[config.mk]
export PLATFORM = sky130hd
export DESIGN_NAME = cpu_mem_arbiter
export DESIGN_NICKNAME = d
export VERILOG_FILES = /design/src/rtl/pkg_cpu_typedefs.sv /design/src/rtl/cpu_arb_timeout_cnt.sv /design/src/rtl/cpu_mem_arbiter.sv
export SDC_FILE = /design/constraint.sdc
export NUM_CORES = 1
export LEC_CHECK = 0
export BUFFER_PORTS_ARGS = -buffer_cell sky130_fd_sc_hd__buf_2
export CAP_MARGIN = 20
export CORE_AREA = 2 2 105 107
export CTS_BUF_LIST = sky130_fd_sc_hd__clkbuf_2 sky130_fd_sc_hd__clkbuf_4 sky130_fd_sc_hd__clkbuf_8
export CTS_CLUSTER_SIZE = 12
export DETAILED_ROUTE_END_ITERATION = 10
export DIE_AREA = 0 0 107 109
export HOLD_SLACK_MARGIN = 0.02
export PLACE_DENSITY = 0.86
export SYNTH_ARGS = -nofsm -noshare
export SYNTH_HDL_FRONTEND = slang
export SYNTH_SLANG_ARGS = --single-unit
[constraint.sdc]
create_clock -name clk -period 3.2 [get_ports clk]
set_input_delay 0.32 -clock clk [delete_from_list [all_inputs] [get_ports clk]]
set_output_delay 0.32 -clock clk [all_outputs]
set_load 0.05 [all_outputs]
[src/rtl/pkg_cpu_typedefs.sv]
// Shared types and defaults for the CPU memory arbiter: FSM states, request
// sources and the default starvation/timeout limits.
package pkg_cpu_typedefs;

  typedef enum logic [1:0] {
    IDLE,
    GNT_IF,
    GNT_LS,
    DONE
  } arb_state_t;

  typedef enum logic {
    SRC_IF,
    SRC_LS
  } arb_src_t;

  localparam int ARB_STARVE_MAX = 4;
  localparam int ARB_TIMEOUT    = 16;

  // Bits needed to hold values 0..max_val.
  function automatic int cnt_width(input int max_val);
    return (max_val < 1) ? 1 : $clog2(max_val + 1);
  endfunction

endpackage

[src/rtl/cpu_arb_timeout_cnt.sv]
// Up-counter with synchronous clear and enable; flags expiry once the count
// reaches LIMIT-1 and holds there until cleared.
module cpu_arb_timeout_cnt #(
  parameter int LIMIT = 16,
  parameter int W     = $clog2(LIMIT) + 1
) (
  input  logic clk,
  input  logic rst,
  input  logic i_clr,
  input  logic i_en,
  output logic o_expired
);

  logic [W-1:0] r_count;

  always_ff @(posedge clk) begin
    if (rst || i_clr) begin
      r_count <= '0;
    end else if (i_en && !o_expired) begin
      r_count <= r_count + 1'b1;
    end
  end

  assign o_expired = (r_count == W'(LIMIT - 1));

endmodule

[src/rtl/cpu_mem_arbiter.sv]
// Single-outstanding arbiter sharing one memory port between the fetch (IF)
// and load/store (LS) stages; LS has priority, bounded by an IF starvation guard.
module cpu_mem_arbiter
  import pkg_cpu_typedefs::*;
#(
  parameter int AW         = 32,
  parameter int DW         = 32,
  parameter int STARVE_MAX = ARB_STARVE_MAX,
  parameter int TIMEOUT    = ARB_TIMEOUT
) (
  input  logic          clk,
  input  logic          rst,
  input  logic          if_req,
  input  logic [AW-1:0] if_addr,
  output logic          if_ack,
  output logic [DW-1:0] if_rdata,
  input  logic          ls_req,
  input  logic          ls_we,
  input  logic [AW-1:0] ls_addr,
  input  logic [DW-1:0] ls_wdata,
  output logic          ls_ack,
  output logic [DW-1:0] ls_rdata,
  output logic          bus_err,
  output logic          mem_req,
  output logic          mem_we,
  output logic [AW-1:0] mem_addr,
  output logic [DW-1:0] mem_wdata,
  input  logic          mem_ack,
  input  logic [DW-1:0] mem_rdata
);

  localparam int SW = (cnt_width(STARVE_MAX) < 3) ? 3 : cnt_width(STARVE_MAX);

  arb_state_t    r_state;
  arb_state_t    w_state_nxt;
  arb_src_t      r_src;
  logic [AW-1:0] r_addr;
  logic          r_we;
  logic [DW-1:0] r_wdata;
  logic [DW-1:0] r_rdata;
  logic          r_err;
  logic [SW-1:0] r_starve_cnt;

  logic w_in_gnt;
  logic w_in_done;
  logic w_expired;
  logic w_pick_ls;
  logic w_pick_if;
  logic w_starved;

  assign w_in_gnt  = (r_state == GNT_IF) || (r_state == GNT_LS);
  assign w_in_done = (r_state == DONE);
  assign w_starved = if_req && (r_starve_cnt == SW'(STARVE_MAX));
  assign w_pick_ls = ls_req && !w_starved;
  assign w_pick_if = if_req && !w_pick_ls;

  cpu_arb_timeout_cnt #(
    .LIMIT(TIMEOUT)
  ) u_timeout (
    .clk      (clk),
    .rst      (rst),
    .i_clr    (!w_in_gnt),
    .i_en     (w_in_gnt),
    .o_expired(w_expired)
  );

  always_comb begin
    // NOTE: default first so no branch leaves the next state unassigned (no latch).
    w_state_nxt = r_state;
    case (r_state)
      IDLE: begin
        if (w_pick_ls) begin
          w_state_nxt = GNT_LS;
        end else if (w_pick_if) begin
          w_state_nxt = GNT_IF;
        end
      end
      GNT_IF, GNT_LS: begin
        if (mem_ack || w_expired) begin
          w_state_nxt = DONE;
        end
      end
      DONE:    w_state_nxt = IDLE;
      default: w_state_nxt = IDLE;
    endcase
  end

  always_ff @(posedge clk) begin
    // NOTE: non-blocking so every register updates from pre-edge values.
    if (rst) begin
      r_state      <= IDLE;
      r_src        <= SRC_IF;
      r_addr       <= '0;
      r_we         <= 1'b0;
      r_wdata      <= '0;
      r_rdata      <= '0;
      r_err        <= 1'b0;
      r_starve_cnt <= '0;
    end else begin
      r_state <= w_state_nxt;
      if (r_state == IDLE) begin
        if (w_pick_ls) begin
          r_src   <= SRC_LS;
          r_addr  <= ls_addr;
          r_we    <= ls_we;
          r_wdata <= ls_wdata;
          // Only LS wins that leave a waiting fetch behind count toward starvation.
          if (!if_req) begin
            r_starve_cnt <= '0;
          end else if (r_starve_cnt != SW'(STARVE_MAX)) begin
            r_starve_cnt <= r_starve_cnt + 1'b1;
          end
        end else if (w_pick_if) begin
          r_src        <= SRC_IF;
          r_addr       <= if_addr;
          r_we         <= 1'b0;
          r_wdata      <= '0;
          r_starve_cnt <= '0;
        end
      end
      // Refreshed every grant cycle; the value captured on the exit edge is what DONE reports.
      if (w_in_gnt) begin
        r_rdata <= mem_ack ? mem_rdata : '0;
        r_err   <= !mem_ack;
      end
    end
  end

  assign mem_req   = w_in_gnt;
  assign mem_we    = w_in_gnt && r_we;
  assign mem_addr  = r_addr;
  assign mem_wdata = r_wdata;

  assign if_ack   = w_in_done && (r_src == SRC_IF);
  assign ls_ack   = w_in_done && (r_src == SRC_LS);
  assign if_rdata = if_ack ? r_rdata : '0;
  assign ls_rdata = ls_ack ? r_rdata : '0;
  assign bus_err  = w_in_done && r_err;

endmodule

==> flow_summary.yaml, run 1 <==
status:
  outcome: "complete, no violations"
final_layout:
  syn2layout_area_growth_pct: 32.1
  diodes: 0
  regArea_um2: 2180
  layout-drive-gt1-share_pct: 38.2
  fillers: 993
  nNetsFinal: 922
  multi_input_area_um2: 2280
sta:
  finalSetupViolCount: 0
  slew_headroom_pct: 46.3
  finalCritPeriodShare_pct: 72.9
  period_minus_slack_ns: 2.33
  fin_skew_ns: 0.00853
  hold_viol: 0
  rsz0062_at_grt: "false"
  tns_ns: 0
  max_freq_ghz: 0.429
  slew_viol_final: 0
  worst_pin_slew_ns: 0.805
  whs_ns: 0.151
worst_setup_path:
  crit_fanout: 35
  startpoint: "r_state[1]$_SDFFE_PP0P_"
  crit_type: "flop to output pin"
  worst_ep_arrival_time_ns: 2.01
  timing.rr.end: "mem_addr[28]$_SDFFE_PP0P_"
  worstPathRequired_ns: 2.88
  worstSetupEndpointType: "output pin"
  r2r_slack_ns: 1.28
  r2r_start: "r_starve_cnt[0]$_SDFFE_PP0P_"
  rr_worst_depth: 6
  crit_end: "if_rdata[15]"
  crit_path_start_kind: "flop"
yosys:
  synthesis.nets: 686
  yosysSeqAreaShare_pct: 46.0
  synth_area_um2: 4740
  synth_area_leaders: "dfxtp_1 (46%), o21ai_0 (6.9%), a22o_1 (6.1%), and2_1 (4.8%), and3_1 (4.6%)"
  synthFlopType: "dfxtp_1"
  synth_compound_area_share_pct: 22.7
  synth_edf_count: 0
  synth_xor_area_share_pct: 0.554
  synth_top_family_by_area: "simple AND/OR/NAND/NOR gates"
  avgSynthCellArea_um2: 8.70
  ys_warn_count: 0
  synthSimpleGateAreaFrac_pct: 22.8
  syn_inst: 545
  synth_cell_types: 39
  yosys.area.top_type_share_pct: 46.0
  synth_fa_ha_area_share_pct: 1.85
  async_reset_ff_share_pct: 0
  synth_mux_area_share_pct: 0.211
  synth_top_area_cell: "dfxtp_1"
  synth_seq_cells: 109
clocking:
  cts.sink_count: 109
  clk_pin_slew_ns: 0.11
  cts_buffers: 9
  clkLatencyLatePin_ns: 0.36
  cts_resized: 0
  cts_tree: "yes"
  cts_setup_buffers: 0
  clockBufferDepth: 2
  postCtsHoldBufs: 0
  h-tree-depth: 3
  cts_root_buf: "clkbuf_8"
grt:
  grt_max_degree: 66
  grt_pass1_wl_um: 20500
  overflow: 0
  grt_use_total_pct: 21.9
  first_global_vias: 4335
  antenna_found_initial: 0
detailed_routing:
  vias: 4829
  firstDrtPassIters: 4
  route.detailed.drc: 0
  final_antenna_net_count: 0
  vias_per_cell: 5.22
  routedWlPerCell_um: 14.4
  drt_iter0_drc: 255
  routed_wl_um: 13300
floorplanning:
  ios: 267
  initial_core_util_pct: 44.7
  die_x_um: 107
  die_h_um: 109
  die_area_um2: 11700
  rows: 38
  core_um2: 10600
min_path:
  min_path_type: "primary input to flop"
power:
  p_per_area_nw_per_um2: 777
  leakagePower_nw: 3.24
  ir_drop_uv: 575
placed_design:
  port_buffers: 266
  hpwlAfterDp_um: 9440
  gp_congestion: 0.782
flow_run:
  maxCapViolCount: 0
-- cell families (layout without fill, tap and decap cells) --
logic type	Yosys count	after routing
and+or+nand+nor	190	190
AOI/OAI and AO/OA	175	175
DFF	109	109
buffers and inverters	60	300
adders and majority gates	7	7
xor gates and xnor gates	3	3
muxes	1	1
-- through the flow --
step           std cells  utilization, %  power [W]  area (um^2)  setup slack (ns)
2_1_floorplan        545               -    0.00360         4740             0.941
3_3_place_gp         910            57.4    0.00409         6080              1.31
3_5_place_dp         910            57.4    0.00412         6080              1.26
4_1_cts              925            59.1    0.00490         6260             0.833
5_1_grt              925            59.1    0.00516         6260             0.717
6_report             925            59.1    0.00487         6260             0.867
-- area by class of cell --
cell class | count | share of cell area (%)
Clock buffer | 10 | 2.20
Clock inverter | 5 | 0.699
Inverter | 7 | 0.419
Multi-Input combinational cell | 376 | 36.4
Sequential cell | 109 | 34.8
Tap cell | 140 | 2.80
Timing Repair Buffer | 278 | 22.7
-- placed cells by master (no fill, tap or decap), types with 2 or more instances in the layout --
cell / instances
nand3_1: 32
xor2_1: 2
buf_2: 266
buf_4: 12
o21ai_0: 65
nor2b_1: 29
dfxtp_1: 109
nor2_1: 40
nor3_1: 2
and2_1: 36
clkbuf_8: 10
a31oi_1: 33
and2b_1: 6
nand2_1: 2
a22o_1: 33
a21oi_1: 35
clkinvlp_4: 2
and3_1: 35
inv_1: 7
ha_1: 7
-- how the worst min path moves through the flow --
stage,start,cells past startpoint,end,slack (ns)
after floorplan,r_we$_SDFFE_PP0P_,1,r_we$_SDFFE_PP0P_,0.44
after global placement,r_we$_SDFFE_PP0P_,1,r_we$_SDFFE_PP0P_,0.46
after detailed placement,mem_wdata[9]$_SDFFE_PP0P_,1,mem_wdata[9]$_SDFFE_PP0P_,0.46
after CTS,ls_wdata[31],2,mem_wdata[31]$_SDFFE_PP0P_,0.13
after global routing,ls_wdata[31],2,mem_wdata[31]$_SDFFE_PP0P_,0.12
final,ls_wdata[31],2,mem_wdata[31]$_SDFFE_PP0P_,0.15
-- synth_stat cells, drive strengths merged (2+ instances only) --
master and count:
a21oi 35, a22o 33, a31oi 33, and2 36, and2b 6, and3 35, buf 15, clkbuf 38
dfxtp 109, ha 7, inv 7, nand2 2, nand3 33, nor2 41, nor2b 29, nor3 2
o21ai 66, or3b 2, xor2 2
-- sequential cells by signal, summed over array words and instances (netlist names) --
signal / count
mem_addr: 32
mem_wdata: 32
r_err: 1
r_rdata: 32
r_src: 1
r_starve_cnt: 3
r_state: 2
r_we: 1
u_timeout.r_count: 5
-- critical path, cell delays in order (launching register included) --
cell	delay (ns)
dfxtp_1	0.36
ha_1	0.14
buf_4	0.27
nor2b_1	0.17
buf_4	0.27
and2_1	0.17
buf_2	0.26
-- metal layers --
layer / vias to the layer above / global-route usage [%] / routed length [um]
met5: - / 0 / 0
met4: 0 / 10.0 / 329
met3: 24 / 4.42 / 1020
met2: 217 / 38.4 / 6540
met1: 2181 / 25.9 / 5430
li1: 2407 / - / -
-- power breakdown --
group / total [W] / switching, W / internal [W] / leakage (nW)
Sequential: 0.00186 / 0.000176 / 0.00169 / 0.894
Combinational: 0.00222 / 0.00161 / 0.000609 / 2.26
Clock: 0.000780 / 0.000470 / 0.000310 / 0.0869
Total: 0.00487 / 0.00226 / 0.00261 / 3.24
Note: power is estimated with default switching activity, not from simulation.
==> run 2, diff against run 1 <==
- CORE_AREA: 2 2 105 107 -> default
- CORE_MARGIN: default -> 2
- CORE_UTILIZATION: default -> 41
- DIE_AREA: 0 0 107 109 -> default
- PLACE_DENSITY: 0.86 -> 0.82
- clock period: 3.2 -> 1.93 ns (I/O delays scaled with it)
==> flow_summary.yaml, run 2 (synthesis results as in run 1) <==
status:
  outcome: "complete, no violations"
final_layout:
  instances_no_fill: 956
  final_cell_mix: "buf_2 (232), dfxtp_1 (109), o21ai_0 (65), nor2_1 (40), and2_1 (36)"
  syn2layout_area_growth_pct: 40.9
  nNetsFinal: 949
  layout_commonest_cell: "buf_2"
  diodes: 0
  final_area_um2: 6680
  layout-drive-gt1-share_pct: 38.1
  final_util_pct: 58.8
placed_design:
  gp_congestion: 0.788
  dp.cells: 917
  hpwlAfterDp_um: 9330
  port_buffers: 266
  place_area_um2: 6140
floorplanning:
  rows: 39
  die_x_um: 112
  initial_core_util_pct: 41.7
  core_um2: 11400
  die_h_um: 112
  die_area_um2: 12400
  ios: 267
sta:
  worst_pin_slew_ns: 0.870
  slew_viol_final: 0
  period_minus_slack_ns: 1.85
  slew_headroom_pct: 41.9
  fin_skew_ns: 0.0115
  finalCritPeriodShare_pct: 95.8
  finalSetupViolCount: 0
  max_freq_ghz: 0.541
  hold_viol: 0
worst_setup_path:
  worstPathRequired_ns: 1.74
  crit_path_start_kind: "flop"
  worstSetupEndpointType: "output pin"
  crit_type: "flop to output pin"
  worst_ep_arrival_time_ns: 1.66
  rr_worst_depth: 6
  r2r_slack_ns: 0.17
  crit_fanout: 17
clocking:
  cts_setup_buffers: 0
  h-tree-depth: 3
  cts_buffers: 9
  cts.sink_count: 109
  clkLatencyLatePin_ns: 0.36
  cts_root_buf: "clkbuf_8"
  clk_pin_slew_ns: 0.10
  cts_tree: "yes"
  clockBufferDepth: 2
grt:
  antenna_found_initial: 0
  first_global_vias: 4487
  grt_max_degree: 55
  overflow: 0
  grt_pass1_wl_um: 22100
  grt_use_total_pct: 21.3
power:
  power_w: 0.00828
  p_per_area_nw_per_um2: 1240
  leakagePower_nw: 3.36
  ir_drop_uv: 732
detailed_routing:
  routedWlPerCell_um: 14.6
  routed_wl_um: 13900
  drt_iter0_drc: 333
  vias_per_cell: 5.15
  firstDrtPassIters: 4
  route.detailed.drc: 0
  vias: 4920
  final_antenna_net_count: 0
min_path:
  min_path_type: "primary input to flop"
  holdPathStages: 2
flow_run:
  maxCapViolCount: 0
run 2: cell types whose count changed in the layout (fill, tap and decap cells not counted), moves of 2 or more:
cell	change
ha_1	-2
buf_4	+19
buf_12	+2
buf_6	+4
buf_2	-34
dlygate4sd3_1	+22
clkinv_4	+3
clkbuf_4	+14
run 2: final timing paths:
check,start,endpoint
worst min-delay path,ls_wdata[1],mem_wdata[1]$_SDFFE_PP0P_
worst max-delay path,r_state[1]$_SDFFE_PP0P_,if_rdata[6]
worst max register to register,u_timeout.r_count[0]$_SDFFE_PP0P_,r_state[0]$_SDFFE_PP0P_
worst min register to register,mem_wdata[1]$_SDFFE_PP0P_,mem_wdata[1]$_SDFFE_PP0P_
run 2: what timing repair did:
action                                  4_1_cts  5_1_grt
hold buffers                                 15        7
endpoints found under the setup margin       33       58
gates resized for setup                       3       64
cloned                                        0        1
hold endpoints to repair                     15        7
run 2: worst max-delay path: stages, from the launching register on:
cell	delay, ns
dfxtp_1	0.38
ha_2	0.20
nor2b_4	0.18
buf_8	0.16
and2_1	0.15
clkbuf_4	0.23
run 2: routing by layer:
| layer | GRT usage [%] | vias up | part of all wire (%) |
|---|---|---|---|
| met2 | 38.4 | 212 | 51 |
| met5 | 0 | - | 0 |
| li1 | - | 2452 | - |
| met3 | 4.84 | 22 | 7.2 |
| met1 | 25.3 | 2234 | 40 |
| met4 | 6.50 | 0 | 2.0 |
run 2: area by class of cell:
type | count | area, um^2
Clock buffer | 10 | 131
Multi-Input combinational cell | 376 | 2300
Sequential cell | 109 | 2180
Tap cell | 143 | 179
Clock inverter | 6 | 50.0
Fill cell | 1019 | 4690
Inverter | 7 | 26.3
Timing Repair Buffer | 305 | 1810
run 2: report_power, final:
| part | internal [W] | switching (W) | leakage (nW) | total [W] |
|---|---|---|---|---|
| Sequential | 0.00280 | 0.000285 | 0.894 | 0.00308 |
| Combinational | 0.00119 | 0.00273 | 2.38 | 0.00392 |
| Clock | 0.000494 | 0.000792 | 0.0861 | 0.00129 |
run 2: stage by stage:
step           worst slack [ns]  hold slack (ns)  setup TNS (ns)
2_1_floorplan            0.0535            0.318               0
6_report                 0.0807           0.0397               0
3_3_place_gp             0.0344            0.402               0
5_1_grt                 -0.0246           0.0220          -0.153
4_1_cts                 0.00886           0.0207               0
3_5_place_dp            -0.0499            0.406          -0.214
